## src/rtl/if_fetch_unit.sv

```systemverilog
// Instruction fetch unit: owns the PC, issues one outstanding imem fetch at a time,
// and feeds opcode/next-address pairs to IF/ID through a one-entry skid buffer.
module if_fetch_unit #(
  parameter logic [31:0] RESET_PC  = 32'h0000_0000,
  parameter logic [31:0] ADDR_STEP = 32'd4
) (
  input  logic        CLK,
  input  logic        RST,
  input  logic        stall,
  input  logic        redirect,
  input  logic [31:0] redirect_addr,
  output logic        imem_req,
  output logic [31:0] imem_addr,
  input  logic        imem_gnt,
  input  logic        imem_rvalid,
  input  logic [31:0] imem_rdata,
  output logic [31:0] entireOpCode_out,
  output logic [31:0] newAddress_out,
  output logic        valid_out
);

  localparam int unsigned XLEN = 32;

  typedef enum logic [1:0] {
    S_FETCH = 2'd0,
    S_WAIT  = 2'd1,
    S_DRAIN = 2'd2
  } state_t;

  state_t          state_q, state_d;
  logic [XLEN-1:0] pc_q, pc_d;
  logic [XLEN-1:0] req_pc_q, req_pc_d;
  logic [XLEN-1:0] op_d, naddr_d;
  logic            valid_d;
  logic [XLEN-1:0] skid_op_q, skid_op_d;
  logic [XLEN-1:0] skid_addr_q, skid_addr_d;
  logic            skid_v_q, skid_v_d;

  logic            grant;
  logic            xfer;
  logic            slot_free;
  logic [XLEN-1:0] resp_addr;

  // Requests stop while the skid buffer is occupied, and are forced low in reset.
  assign imem_req  = !RST && (state_q == S_FETCH) && !skid_v_q;
  assign imem_addr = pc_q;
  assign grant     = imem_req && imem_gnt;
  assign xfer      = valid_out && !stall;
  assign slot_free = !valid_out || xfer;
  assign resp_addr = req_pc_q + ADDR_STEP;

  always_ff @(posedge CLK or posedge RST) begin
    if (RST) begin
      state_q          <= S_FETCH;
      pc_q             <= RESET_PC;
      req_pc_q         <= '0;
      entireOpCode_out <= '0;
      newAddress_out   <= '0;
      valid_out        <= 1'b0;
      skid_op_q        <= '0;
      skid_addr_q      <= '0;
      skid_v_q         <= 1'b0;
    end else begin
      state_q          <= state_d;
      pc_q             <= pc_d;
      req_pc_q         <= req_pc_d;
      entireOpCode_out <= op_d;
      newAddress_out   <= naddr_d;
      valid_out        <= valid_d;
      skid_op_q        <= skid_op_d;
      skid_addr_q      <= skid_addr_d;
      skid_v_q         <= skid_v_d;
    end
  end

  // Next-state and datapath; redirect overrides everything else.
  always_comb begin
    state_d     = state_q;
    pc_d        = pc_q;
    req_pc_d    = req_pc_q;
    op_d        = entireOpCode_out;
    naddr_d     = newAddress_out;
    valid_d     = valid_out;
    skid_op_d   = skid_op_q;
    skid_addr_d = skid_addr_q;
    skid_v_d    = skid_v_q;

    if (redirect) begin
      pc_d     = redirect_addr;
      valid_d  = 1'b0;
      skid_v_d = 1'b0;
      unique case (state_q)
        S_FETCH: state_d = grant ? S_DRAIN : S_FETCH;
        S_WAIT:  state_d = imem_rvalid ? S_FETCH : S_DRAIN;
        S_DRAIN: state_d = imem_rvalid ? S_FETCH : S_DRAIN;
        default: state_d = S_FETCH;
      endcase
    end else begin
      if (xfer) valid_d = 1'b0;
      // Skid entry is older than any response arriving now, so it goes first.
      if (slot_free && skid_v_q) begin
        op_d     = skid_op_q;
        naddr_d  = skid_addr_q;
        valid_d  = 1'b1;
        skid_v_d = 1'b0;
      end
      unique case (state_q)
        S_FETCH: begin
          if (grant) begin
            req_pc_d = pc_q;
            pc_d     = pc_q + ADDR_STEP;
            state_d  = S_WAIT;
          end
        end
        S_WAIT: begin
          if (imem_rvalid) begin
            if (slot_free && !skid_v_q) begin
              op_d    = imem_rdata;
              naddr_d = resp_addr;
              valid_d = 1'b1;
            end else begin
              skid_op_d   = imem_rdata;
              skid_addr_d = resp_addr;
              skid_v_d    = 1'b1;
            end
            state_d = S_FETCH;
          end
        end
        S_DRAIN: begin
          if (imem_rvalid) state_d = S_FETCH;
        end
        default: state_d = S_FETCH;
      endcase
    end
  end

endmodule

```

## config.mk

```make
export PLATFORM = sky130hd
export DESIGN_NAME = if_fetch_unit
export DESIGN_NICKNAME = d
export VERILOG_FILES = /design/src/rtl/if_fetch_unit.sv
export SDC_FILE = /design/constraint.sdc
export NUM_CORES = 1
export LEC_CHECK = 0
export ABC_AREA = 1
export BUFFER_PORTS_ARGS = -buffer_cell sky130_fd_sc_hd__buf_2
export CAP_MARGIN = 25
export CORE_MARGIN = 3
export CORE_UTILIZATION = 40
export CTS_CLUSTER_SIZE = 20
export DETAILED_ROUTE_END_ITERATION = 6
export GPL_TIMING_DRIVEN = 0
export PLACE_DENSITY = 0.72
export SLEW_MARGIN = 20
export SYNTH_ARGS = -nofsm -noshare
export SYNTH_HDL_FRONTEND = slang
export SYNTH_SLANG_ARGS = --single-unit
```

## constraint.sdc

```tcl
create_clock -name CLK -period 12.6 [get_ports CLK]
set_input_delay 0.63 -clock CLK [delete_from_list [all_inputs] [get_ports CLK]]
set_output_delay 0.63 -clock CLK [all_outputs]
set_load 0.01 [all_outputs]
```

==> flow_summary.json <==
{
  "finalWirelength_mm": 30.74,
  "numCtsBuffers": 17,
  "crit_arrival_ns": 1.58,
  "holdWs_ns": 0.1627,
  "drt_iter0_drc": 761,
  "drv_slew": 0,
  "start_kind": "flop",
  "power_density_mw_per_mm2": 178.1,
  "num_rows": 57,
  "maxCapViolations": 0,
  "die_w_um": 165.3,
  "fin_util_pct": 49.05,
  "ant_nets": 0,
  "period_share_pct": 17.50,
  "clock_latency_ns": 0.44,
  "setup_viol": 0,
  "crit_chain": "inv_1, ha_1, inv_1, nor3_4, buf_2",
  "post_cts_buffers": 0,
  "layout_common_cells": "nand2_1, dfrtp_1, buf_2, nor2_1, inv_1",
  "synth_cell_types": 32,
  "syn_area_sq_mm": 0.01015,
  "drc": 0,
  "tightestPinTransition_ns": 0.7858,
  "ir_drop_mv": 0.08505,
  "worst-r2r-cell-count": 8,
  "slew_headroom_pct": 47.61,
  "hold_buffers": 0,
  "hpwl_mm": 23.68,
  "start_util_pct": 41.25,
  "cp.depth": 5,
  "dr.pass1.iters": 7,
  "path_max_fanout": 3,
  "finClkSkew_ns": 0.01418,
  "cts_max_level": 4,
  "antennaDiodeCount": 0,
  "core_sq_mm": 0.02460,
  "ys.warnings.count": 0,
  "tns_ns": 0,
  "drive_gt1_share_pct": 15.48,
  "final_common_cell": "nand2_1",
  "critPathKind": "reg2out",
  "finalHoldViolCount": 0,
  "cts_resized": 0,
  "syn_to_final_growth_pct": 18.91,
  "grt_pass1_vias": 9155,
  "die_h_um": 165.3,
  "gp_congestion": 0.9373,
  "cp_common_cell": "inv_1",
  "post_drt_wl_per_cell_um": 16.07,
  "vias": 9699,
  "finalCriticalPeriod_ns": 2.205,
  "grt-ovfl-total": 0,
  "grt_pass1_wl_mm": 49.22,
  "cp_data_required_time_ns": 11.97,
  "syn_avg_cell_area_sq_um": 7.307,
  "leakage_nw": 6.205,
  "worstSetupEndpointType": "primary output",
  "crit_family": "flip-flops",
  "dieArea_sq_mm": 0.02732,
  "fmax_mhz": 453.5,
  "clock_path_buffers": 2,
  "crit_path_max_incr_delay_ns": 0.41,
  "rsz0062_at_grt": "false",
  "hold_class": "in2async",
  "cts_root_buf": "clkbuf_16",
  "grt.total_usage_pct": 23.06,
  "dpl_cell_area_sq_mm": 0.01145,
  "io_pins": 168,
  "viasPerCell": 5.070,
  "layout.nets": 1651,
  "cts.sinks": 196,
  "postLayoutCellArea_sq_mm": 0.01207,
  "syn_nets": 1464,
  "status": "completed",
  "critPathBufInv": 3,
  "ys_seq_area_share_pct": 48.32,
  "synth_cells": 1389,
  "synth-seq-cells": 196,
  "cts_tree": "done",
  "antenna_found_initial": 0,
  "clkTransAtPathRegs_ns": 0.09,
  "port_buffers": 166,
  "critPathSlowestCell": "dfrtp_1",
  "grt_max_degree": 102
}
worst paths after layout:
path,startpoint,to,slack [ns]
max in group asynchronous,RST,skid_addr_q[25]$_DFFE_PP0P_,11.37
worst min register to register,skid_addr_q[25]$_DFFE_PP0P_,skid_addr_q[25]$_DFFE_PP0P_,0.48
worst max register to register,req_pc_q[2]$_DFFE_PP0P_,newAddress_out[18]$_DFFE_PP0N_,10.56
worst max-delay path,state_q[1]$_DFFE_PP0P_,imem_req,10.39
worst min-delay path,RST,imem_addr[0]$_DFFE_PP0P_,0.16
min in group CLK,redirect_addr[0],imem_addr[0]$_DFFE_PP0P_,0.39
report_power, final:
part	switching (mW)	leakage, nW	internal [mW]
logic	0.380	3.43	0.248
registers	0.160	2.48	0.796
clock network	0.291	0.301	0.274
through the flow:
| step | worst slack (ns) | instances | power (mW) |
|---|---|---|---|
| 3_5_place_dp | 10.27 | 1881 | 1.594 |
| 2_1_floorplan | 6.629 | 1389 | 1.325 |
| 5_1_grt | 10.31 | 1913 | 2.303 |
| 3_3_place_gp | 4.345 | 1879 | 1.573 |
| 4_1_cts | 10.37 | 1913 | 2.160 |
| 6_report | 10.39 | 1913 | 2.149 |
Yosys cell counts (all sizes together):
master	count	area (sq um)
o21ai	57	285.3
o211ai	5	37.54
o21bai	1	7.510
clkbuf	34	127.6
a21boi	1	7.510
dfrtp	196	4905
inv	121	454.2
buf	28	148.9
nand3b	3	22.52
nor3	5	47.54
a21oi	43	215.2
a22oi	22	165.2
xor2	11	96.34
a31oi	10	62.56
ha	5	62.56
o22ai	39	244.0
xnor2	2	17.52
nor2	124	483.0
nand4	13	81.33
o31ai	2	15.01
o21a	2	15.01
nand2	555	2088
nand3	110	560.5
per-layer routing:
layer / vias to the layer above / wire [um] / part of all wire [%] / global-route usage [%]
met4: 0 / 765 / 2.5 / 7.448
met1: 4467 / 14220 / 46 / 33.02
met3: 39 / 2032 / 6.6 / 3.592
li1: 4852 / - / - / -
met2: 341 / 13730 / 45 / 35.93
met5: - / 0 / 0 / 0
area by class of cell:
cell class              instances  area [sq um]
clock buffers                  17         425.4
well taps                     324         405.4
plain buffers                  62         276.5
inverters                     121         461.7
fillers                      2501         12540
repair buffers                168         885.9
flip-flops and latches        196          4905
multi-input cells            1010          4514
clock inverters                15         195.2
state kept, by name (all words and copies together) (netlist names):
signal,flops
req_pc_q,32
skid_v_q,1
skid_op_q,32
state_q,2
valid_out,1
skid_addr_q,32
entireOpCode_out,32
newAddress_out,32
imem_addr,32
cells by family (layout without fill, tap and decap cells):
family / Yosys count / after routing / synth area share (%)
simple gates: 810 / 810 / 32.35
flops: 196 / 196 / 48.32
buf+inv: 183 / 383 / 7.199
compound gates: 182 / 182 / 10.39
xor+xnor: 13 / 13 / 1.122
fa+ha+maj: 5 / 5 / 0.6164
(Power assumes the default switching activity.)
